[config.mk]
export PLATFORM = sky130hd
export DESIGN_NAME = addsub_serial
export DESIGN_NICKNAME = d
export VERILOG_FILES = /design/src/rtl/addsub_serial.sv
export SDC_FILE = /design/constraint.sdc
export NUM_CORES = 1
export LEC_CHECK = 0
export BUFFER_PORTS_ARGS = -buffer_cell sky130_fd_sc_hd__buf_2
export CAP_MARGIN = 15
export CORE_AREA = 2 2 200 202
export DETAILED_ROUTE_END_ITERATION = 16
export DIE_AREA = 0 0 202 204
export GPL_TIMING_DRIVEN = 0
export MAX_ROUTING_LAYER = met4
export SETUP_SLACK_MARGIN = 0.1
export SYNTH_ARGS = -nofsm -noshare
export SYNTH_HDL_FRONTEND = slang
export SYNTH_SLANG_ARGS = --single-unit
[constraint.sdc]
create_clock -name clk -period 5.8 [get_ports clk]
set_input_delay 0.87 -clock clk [delete_from_list [all_inputs] [get_ports clk]]
set_output_delay 0.87 -clock clk [all_outputs]
set_load 0.05 [all_outputs]
[src/rtl/addsub_serial.sv]
// Chunk-serial two's complement adder/subtractor: one CHUNK-wide slice per clock, LSB first.
// Optional macro ADDSUB_SAT_EN saturates z on signed overflow.
module addsub_serial #(
  parameter int WIDTH = 64,
  parameter int CHUNK = 16
) (
  input  logic             clk,
  input  logic             rst,
  input  logic             start,
  input  logic             op,
  input  logic [WIDTH-1:0] x,
  input  logic [WIDTH-1:0] y,
  output logic [WIDTH-1:0] z,
  output logic             carry,
  output logic             ovf,
  output logic             busy,
  output logic             done,
  output logic [1:0]       dbg_state
);

  localparam int N  = WIDTH / CHUNK;
  localparam int CW = (N > 1) ? $clog2(N) : 1;

  // Handshake: start is taken on any edge where busy=0 (IDLE or DONE); x, y
  // and op are captured on that edge. done is a one-cycle valid for z/carry/ovf,
  // which then hold until the next completion. start while busy is ignored.

  typedef enum logic [1:0] {
    IDLE = 2'd0,
    CALC = 2'd1,
    DONE = 2'd2
  } state_t;

  state_t state, state_nxt;

  logic [WIDTH-1:0] x_r;
  logic [WIDTH-1:0] ye_r;
  logic [WIDTH-1:0] acc;
  logic [CW-1:0]    cnt;
  logic             c_r;
  logic             x_sign;
  logic             ye_sign;

  logic             accept;
  logic             last_slice;
  logic [CHUNK:0]   slice;
  logic [WIDTH+CHUNK-1:0] acc_cat;
  logic [WIDTH-1:0] sum_full;
  logic             ovf_nxt;

  assign accept     = start && (state != CALC);
  assign last_slice = (state == CALC) && (cnt == CW'(N - 1));
  assign busy       = (state == CALC);
  assign done       = (state == DONE);
  assign dbg_state  = state;

  assign slice    = {1'b0, x_r[CHUNK-1:0]} + {1'b0, ye_r[CHUNK-1:0]} + {{CHUNK{1'b0}}, c_r};
  // New slice enters at the top; after N slices the first one reaches bit 0.
  assign acc_cat  = {slice[CHUNK-1:0], acc};
  assign sum_full = acc_cat[WIDTH+CHUNK-1:CHUNK];
  assign ovf_nxt  = (x_sign == ye_sign) && (sum_full[WIDTH-1] != x_sign);

`ifdef ADDSUB_SAT_EN
  logic [WIDTH-1:0] sat_val;
  assign sat_val = x_sign ? {1'b1, {(WIDTH-1){1'b0}}} : {1'b0, {(WIDTH-1){1'b1}}};
`endif

  always_comb begin
    state_nxt = state;
    case (state)
      IDLE:    if (start) state_nxt = CALC;
      CALC:    if (last_slice) state_nxt = DONE;
      DONE:    state_nxt = start ? CALC : IDLE;
      default: state_nxt = IDLE;
    endcase
  end

  always_ff @(posedge clk) begin
    if (rst) state <= IDLE;
    else     state <= state_nxt;
  end

  always_ff @(posedge clk) begin
    if (rst) begin
      x_r     <= '0;
      ye_r    <= '0;
      acc     <= '0;
      cnt     <= '0;
      c_r     <= 1'b0;
      x_sign  <= 1'b0;
      ye_sign <= 1'b0;
      z       <= '0;
      carry   <= 1'b0;
      ovf     <= 1'b0;
    end else if (accept) begin
      x_r     <= x;
      ye_r    <= y ^ {WIDTH{op}};
      acc     <= '0;
      cnt     <= '0;
      c_r     <= op;
      x_sign  <= x[WIDTH-1];
      ye_sign <= y[WIDTH-1] ^ op;
    end else if (state == CALC) begin
      x_r  <= x_r >> CHUNK;
      ye_r <= ye_r >> CHUNK;
      acc  <= sum_full;
      cnt  <= cnt + CW'(1);
      c_r  <= slice[CHUNK];
      if (last_slice) begin
        carry <= slice[CHUNK];
        ovf   <= ovf_nxt;
`ifdef ADDSUB_SAT_EN
        z     <= ovf_nxt ? sat_val : sum_full;
`else
        z     <= sum_full;
`endif
      end
    end
  end

endmodule

* Word level (Yosys, flattened, before mapping)
Index checks and enable logic that the tools add are counted.
Word-level totals: memories 0, bits in latches 0, bits in read-only memories 0, output and inout bits 70, RAM bits 0, register bits 265, word-level logic and storage cells 43
Cells by class: shift operators 0, reduce and logical (&&, ||, !) cells 8, multipliers 0, div/mod/pow operators 0, equality and inequality tests 8, bitwise gates (word level) 3, add/subtract/negate cells 3, muxes and demuxes 10, $lt $le $gt $ge 0
Operators with widths (number):
- 2-to-1 mux 64 bit | 4
- bitwise XOR 64 bit | 1
- adder 16 x 16 -> 17 bit | 1
- adder 17 x 1 -> 17 bit | 1
- one-hot mux 2 bit (3 select lines) | 1
- equality test 2 bit, second input constant | 2
- 2-to-1 mux 2 bit | 2
- != test 2 x 1 -> 1 bit, second input constant | 2
- logical AND 1 bit | 3
- 2-to-1 mux 1 bit | 3
- AND reduction 3 bit | 1
- adder 2 x 1 -> 2 bit, second input constant | 1
- equality test 2 x 1 -> 1 bit, second input constant | 1
- zero test 2 bit | 1
- != test 2 bit, second input constant | 1
- AND reduction 2 bit | 1
- nonzero test 2 bit | 1
- OR reduction 2 bit | 1
- equality test 1 bit | 1
- != test 1 bit | 1
- inverter 1 bit | 1
- bitwise XOR 1 bit | 1

* Depth between registers and ports, before layout
Gate-level depths: netlist (run 1).
depth after elaboration 4, mapped depth 8

* Worst setup path before layout (run 1)
No wires, ideal clock.
path kind register to output, start point register state[0] (netlist: dbg_state[0]), end point output port busy, cell stages (with the launch flop) 5, path slack 3301 ps, data arrival time 1629 ps, required time 4930 ps, cells stage by stage dfxtp_1 > nand2b_1 > buf_2 > inv_2 > clkbuf_1
Between the ends: word-level cells in the longest chain between the ends 1
RTL lines:
- from (decl) | line 34 | state_t state, state_nxt;
- from (signal assigned) | line 80 | else state <= state_nxt;
- equality test 2 x 1 -> 1 bit | line 53 | assign busy = (state == CALC);
- to (decl) | line 16 | output logic busy,
Every way passes these cells.

* Worst setup path in the final report (run 1)
start point register state[1] (netlist: dbg_state[1]), end point output port busy
Same word-level chain as after synthesis.

==> impl_metrics.json, run 1 <==
{
  "grt_pass1_wl_mm": 54.2,
  "tightest_slew_ns": 0.836,
  "path_max_fanout": 10,
  "dp_hpwl_mm": 27.9,
  "grt_antenna_before_repair": 2,
  "synth-seq-cells": 249,
  "synth_edf_count": 0,
  "worstPathArrival_ns": 2.39,
  "min_period_ns": 3.26,
  "crit_type": "flip-flop to primary output",
  "syn_nets": 1438,
  "whs_ns": 0.447,
  "grt_use_total_pct": 17.2,
  "rsz0062_at_grt": "false",
  "stdcell_count": 2061,
  "p_leak_nw": 5.22,
  "core_area_um2": 39200,
  "tns_ns": 0,
  "synthFlopType": "dfxtp_1",
  "power_frac_seq_pct": 46.1,
  "setup_viol": 0,
  "post_cts_resized": 0,
  "crit_path_end_kind": "primary output",
  "cts_tree": "built",
  "p_sw_mw": 1.10,
  "htree_num_levels": 1,
  "pwr_density_cell_nw_per_um2": 305,
  "fin_crit_sh_pct": 56.3,
  "clockBufferDepth": 3,
  "clk_latency_ns": 0.55,
  "initial_core_util_pct": 27.5,
  "syn_area_per_cell_um2": 8.37,
  "ys_types": 47,
  "slew_headroom_pct": 44.3,
  "chipHeight_um": 204,
  "cts_sinks": 249,
  "die_area_um2": 41200,
  "numCtsBuffers": 27,
  "skew_ns": 0.0268,
  "ir_worst_vdd_mv": 0.196,
  "place_congestion": 0.890,
  "combPwrFrac_pct": 13.6,
  "fmax_ghz": 0.306,
  "async_reset_ff_share_pct": 0,
  "post-cts-setup-buffer-count": 0,
  "routedWlPerCell_um": 17.1,
  "cts_hold_buf": 0,
  "layout-drive-gt1-share_pct": 16.8,
  "syn_area_um2": 10800,
  "p_sw_share_pct": 27.2,
  "vias": 9758,
  "p_int_mw": 2.95,
  "worstHoldPathType": "flip-flop to flip-flop",
  "routed_wl_mm": 35.2,
  "cp.required_ns": 4.93,
  "via_per_inst": 4.73,
  "overflow": 0,
  "final-hold-violation-count": 0,
  "numPlacedInstances": 2013,
  "synthCells": 1288,
  "outcome": "complete, no violations",
  "clkPwrFrac_pct": 40.3,
  "num_io_pins": 202,
  "firstDrtPassIters": 5,
  "placement.io_buffers": 200,
  "nets": 1667,
  "grt_max_degree": 14,
  "cap_violations": 0,
  "yosysWarnings": 0,
  "maxSlewViolCount": 0,
  "area_delta_synth_final_pct": 23.1,
  "drc": 0,
  "start_kind": "flip-flop",
  "rows": 73,
  "ys_seq_area_share_pct": 46.2,
  "drtIter0Drc": 644,
  "die_w_um": 202,
  "antenna_left": 0,
  "cts-root-buf": "clkbuf_16",
  "path_clk_slew_ns": 0.06,
  "grt_pass1_vias": 9408
}
[synthesized netlist by cell type (all sizes together) (2+ instances only)]
cell type / number / area share (%)
nand2b: 7 / 0.41
a31oi: 2 / 0.12
fa: 2 / 0.37
and3: 3 / 0.17
a211o: 2 / 0.16
nor3b: 2 / 0.14
dfxtp: 249 / 46
nor2b: 6 / 0.35
a211oi: 70 / 4.9
a21o: 3 / 0.22
o21ai: 14 / 0.65
or4: 4 / 0.28
xnor2: 70 / 5.7
ha: 16 / 1.9
a311oi: 2 / 0.16
nand3: 15 / 0.70
xor2: 4 / 0.32
mux2i: 65 / 6.0
and2: 3 / 0.17
nand4b: 2 / 0.16
o21a: 3 / 0.21
inv: 6 / 0.21
buf: 32 / 1.3
nor3: 2 / 0.093
a21boi: 2 / 0.14
nand4: 3 / 0.17
or2: 2 / 0.12
a21oi: 163 / 7.6
nand3b: 6 / 0.42
nand2: 304 / 11
clkbuf: 73 / 2.5
nor2: 92 / 3.2
o211ai: 51 / 3.6
[state kept, by name (all words and copies together), names as in the netlist]
register   count
ye_sign        1
x_r           64
c_r            1
dbg_state      2
z             64
x_sign         1
ovf            1
cnt            2
ye_r          64
carry          1
acc           48
[worst paths after layout]
path | from | end | slack (ns) | cells past startpoint
setup reg to reg | x_r[0] | z[62] | 3.17 | 8
hold reg to reg | z[9] | z[9] | 0.45 | 2
setup / recovery | dbg_state[1] | busy | 2.54 | 5
hold / removal | z[9] | z[9] | 0.45 | 2
[layer usage]
metal	vias to the layer above	track usage, %	wire [um]
li1	4884	-	-
met1	4518	23.3	16700
met2	310	27.6	15800
met3	46	2.17	2000
met4	0	3.39	667
met5	-	-	0
[critical path: stages, from the launching register on]
cell	delay, ns
dfxtp_1	0.36
nand2b_1	0.16
buf_2	0.17
inv_2	0.17
clkbuf_1	0.59
buf_2	0.40
[stage by stage]
| step | area (um2) | total power [mW] | utilization, % | setup WS, ns |
|---|---|---|---|---|
| global route | 13300 | 4.21 | 33.9 | 2.43 |
| finish | 13300 | 4.05 | 33.9 | 2.54 |
| CTS | 13300 | 4.07 | 33.8 | 2.51 |
| detailed placement | 12400 | 2.44 | 31.7 | 2.82 |
| global placement | 12400 | 2.43 | 31.7 | 2.82 |
| floorplan | 10800 | 2.24 | - | 3.30 |
[power groups by stage]
| stage | combinational [mW] | clock (mW) | sequential [mW] |
|---|---|---|---|
| floorplan | 0.367 | 0 | 1.87 |
| global placement | 0.535 | 0 | 1.90 |
| detailed placement | 0.545 | 0 | 1.90 |
| CTS | 0.548 | 1.66 | 1.86 |
| global route | 0.608 | 1.73 | 1.87 |
| finish | 0.550 | 1.63 | 1.86 |
[layout by cell type (no fill, tap or decap), types with 3 or more instances in the layout]
cell type / Yosys / layout
ha_1: 16 / 16
o211ai_1: 51 / 51
clkbuf_8: 0 / 6
inv_1: 5 / 5
xnor2_1: 70 / 70
nand3b_1: 6 / 6
o21ai_1: 3 / 3
a21oi_1: 163 / 163
and2_1: 3 / 3
or4_1: 4 / 4
dfxtp_1: 249 / 249
nand4_1: 3 / 3
nand2b_1: 7 / 7
xor2_1: 4 / 4
nand3_1: 15 / 15
clkbuf_16: 0 / 27
buf_2: 12 / 212
o21a_1: 3 / 3
nand2_1: 303 / 303
nor2b_1: 6 / 6
a211oi_1: 69 / 69
buf_1: 20 / 20
clkbuf_1: 73 / 82
and3_1: 3 / 3
nor2_1: 92 / 92
o21ai_0: 11 / 11
mux2i_1: 65 / 65
[logic make-up after synthesis]
kind of cell	count (synthesis)	synth area share, %
buf+inv	111	4.00
compound gates	319	18.4
fa+ha+maj	18	2.23
mux	65	6.04
xor+xnor	74	6.01
flops	249	46.2
simple gates	452	17.1
[layout make-up]
type,count,area [um2]
Timing Repair Buffer,200,1000
Clock buffer,42,792
Inverter,6,22.5
Multi-Input combinational cell,928,5360
Clock inverter,4,33.8
Buffer,105,409
Sequential cell,249,4980
Tap cell,525,657
Fill cell,4191,25900
Antenna cell,2,5.00
Note: power is estimated with default switching activity, not from simulation.
==> inputs of run 2 (changes only) <==
--- a/config.mk
+++ b/config.mk
@@ -5,11 +5,12 @@
 export SDC_FILE = /design/constraint.sdc
 export NUM_CORES = 1
 export LEC_CHECK = 0
+export ABC_AREA = 1
 export BUFFER_PORTS_ARGS = -buffer_cell sky130_fd_sc_hd__buf_2
 export CAP_MARGIN = 15
-export CORE_AREA = 2 2 200 202
+export CORE_AREA = 2 2 203 205
 export DETAILED_ROUTE_END_ITERATION = 16
-export DIE_AREA = 0 0 202 204
+export DIE_AREA = 0 0 205 207
 export GPL_TIMING_DRIVEN = 0
 export MAX_ROUTING_LAYER = met4
 export SETUP_SLACK_MARGIN = 0.1
==> constraint.sdc (replaced) <==
create_clock -name clk -period 3.15 [get_ports clk]
set_input_delay 0.4725 -clock clk [delete_from_list [all_inputs] [get_ports clk]]
set_output_delay 0.4725 -clock clk [all_outputs]
set_load 0.05 [all_outputs]
==> run 2 against run 1 <==
Combinational power grew 74%. Sequential share of layout area is 1.2 points lower. Clock-buffer cell count is 1 higher. Non-clock buffer count is 12 lower. Utilization rose by 0.10 points. Largest power group unchanged. Critical path depth is 2 lower.
==> impl_metrics.json, run 2 <==
{
  "outcome": "complete, no violations",
  "synth_top_area_share_pct": 44.6,
  "ir_worst_vdd_mv": 0.341,
  "async_reset_ff_share_pct": 0,
  "place_congestion": 0.889,
  "die_area_um2": 42400,
  "post-cts-setup-buffer-count": 0,
  "start_kind": "flip-flop",
  "tns_ns": 0,
  "post_cts_resized": 0,
  "grt_pass1_wl_mm": 56.6,
  "nFillCells": 4419,
  "routed_wl_mm": 36.8,
  "drtIter0Drc": 599,
  "final_common_cell": "nand2_1",
  "chipHeight_um": 207,
  "grt_antenna_before_repair": 1,
  "hold_depth": 3,
  "cts-root-buf": "clkbuf_16",
  "rsz0062_at_grt": "false",
  "crit_path_end_kind": "primary output",
  "reg.largest.list": "x_r (64), ye_r (64), z (64)",
  "placement.io_buffers": 199,
  "setup_viol": 0,
  "reg2reg_depth": 12,
  "fmax_ghz": 0.396,
  "maxSlewViolCount": 0,
  "clockBufferDepth": 3,
  "skew_ns": 0.0150,
  "layout-drive-gt1-share_pct": 17.1,
  "drc": 0,
  "core_area_um2": 40400,
  "syn_nets": 1660,
  "synth_edf_count": 0,
  "syn_area_um2": 11200,
  "final-hold-violation-count": 0,
  "rows": 74,
  "antenna_left": 0,
  "synthCells": 1510,
  "pwr_density_cell_nw_per_um2": 541,
  "tightest_slew_ns": 0.665,
  "yosysWarnings": 0,
  "diodes": 0,
  "worstHoldPathType": "primary input to flip-flop",
  "grt_max_degree": 14,
  "cts_sinks": 249,
  "htree_num_levels": 1,
  "routedWlPerCell_um": 16.1,
  "cts_tree": "built",
  "min_period_ns": 2.52,
  "final_cell_mix": "nand2_1, dfxtp_1, buf_2, inv_1, a21oi_1",
  "synthFlopType": "dfxtp_1",
  "nets": 1889,
  "numCtsBuffers": 28,
  "ys_top_cells_by_count": "nand2_1, dfxtp_1, inv_1",
  "grt_use_total_pct": 17.7,
  "area_delta_synth_final_pct": 22.6,
  "cts_hold_buf": 0,
  "slew_headroom_pct": 55.7,
  "grt_pass1_vias": 10000,
  "cp.required_ns": 2.68,
  "whs_ns": 0.166,
  "cap_violations": 0,
  "worstPathArrival_ns": 2.05,
  "syn_area_per_cell_um2": 7.41,
  "path_max_fanout": 10,
  "clk_latency_ns": 0.55,
  "dp_hpwl_mm": 29.3,
  "num_io_pins": 202,
  "p_leak_nw": 6.71,
  "crit_type": "flip-flop to primary output",
  "ys_seq_area_share_pct": 44.6,
  "ys_types": 36,
  "initial_core_util_pct": 27.7,
  "firstDrtPassIters": 5,
  "synth_top_area_cell": "dfxtp_1",
  "path_clk_slew_ns": 0.06,
  "die_w_um": 205,
  "synth.most_common_cell": "nand2_1",
  "synth.area.top_cells": "dfxtp_1, nand2_1, inv_1",
  "fin_crit_sh_pct": 80.1,
  "via_per_inst": 4.50,
  "synth-seq-cells": 249,
  "vias": 10300,
  "overflow": 0
}
==> run 2: per-layer routing <==
| metal | routed length, um | share of wire [%] | up-vias | global-route usage (%) |
|---|---|---|---|---|
| met3 | 2130 | 5.8 | 65 | 2.47 |
| met2 | 16700 | 45 | 315 | 28.1 |
| met5 | 0 | 0 | - | - |
| met4 | 1120 | 3.1 | 0 | 5.16 |
| li1 | - | - | 5256 | - |
| met1 | 16900 | 46 | 4676 | 23.5 |
==> run 2: final timing paths <==
path | from | endpoint | slack (ns)
setup reg to reg | x_r[0] | acc[62] | 0.88
hold / removal | x[57] | x_r[57] | 0.17
hold reg to reg | z[50] | z[50] | 0.46
setup / recovery | dbg_state[1] | busy | 0.63
==> run 2: layout make-up <==
type,instances,area (um2),share of cell area (%)
timing repair buffer,199,996,7.26
clock buffer,43,808,5.90
buffer,94,442,3.22
tap,532,666,4.86
multi-input combinational,933,4880,35.6
sequential,249,4980,36.4
inverter,234,878,6.41
clock inverter,6,57.6,0.420
==> run 2: logic make-up after synthesis <==
family                   share of synthesized area [%]
XOR/XNOR                                          5.72
flip-flops                                        44.6
AND/OR/NAND/NOR                                   20.3
buffers and inverters                             11.8
adder cells (fa/ha/maj)                           2.15
AO/OA/AOI/OAI                                     15.5
==> run 2: worst max-delay path: stages, from the launching register on <==
cell     delay [ns]
dfxtp_1        0.44
nor2_8         0.30
buf_1          0.38
buf_2          0.38
==> run 2: report_power, final <==
part           internal [mW]  switching [mW]  leakage, nW
Sequential              3.28          0.0669         2.03
Clock                   1.83            1.28        0.422
Combinational          0.334           0.623         4.26
Total                   5.45            1.97         6.71
==> run 2: metrics by stage <==
stage / instances / area [um2] / total power [mW] / setup slack, ns / utilization [%]
after floorplan: 1510 / 11200 / 4.01 / 1.10 / -
final: 2290 / 13700 / 7.42 / 0.627 / 34.0
after global routing: 2290 / 13700 / 7.72 / 0.552 / 34.0
after global placement: 2241 / 12800 / 4.35 / 0.899 / 31.8
after detailed placement: 2241 / 12800 / 4.37 / 0.873 / 31.8
after CTS: 2290 / 13700 / 7.48 / 0.624 / 34.0
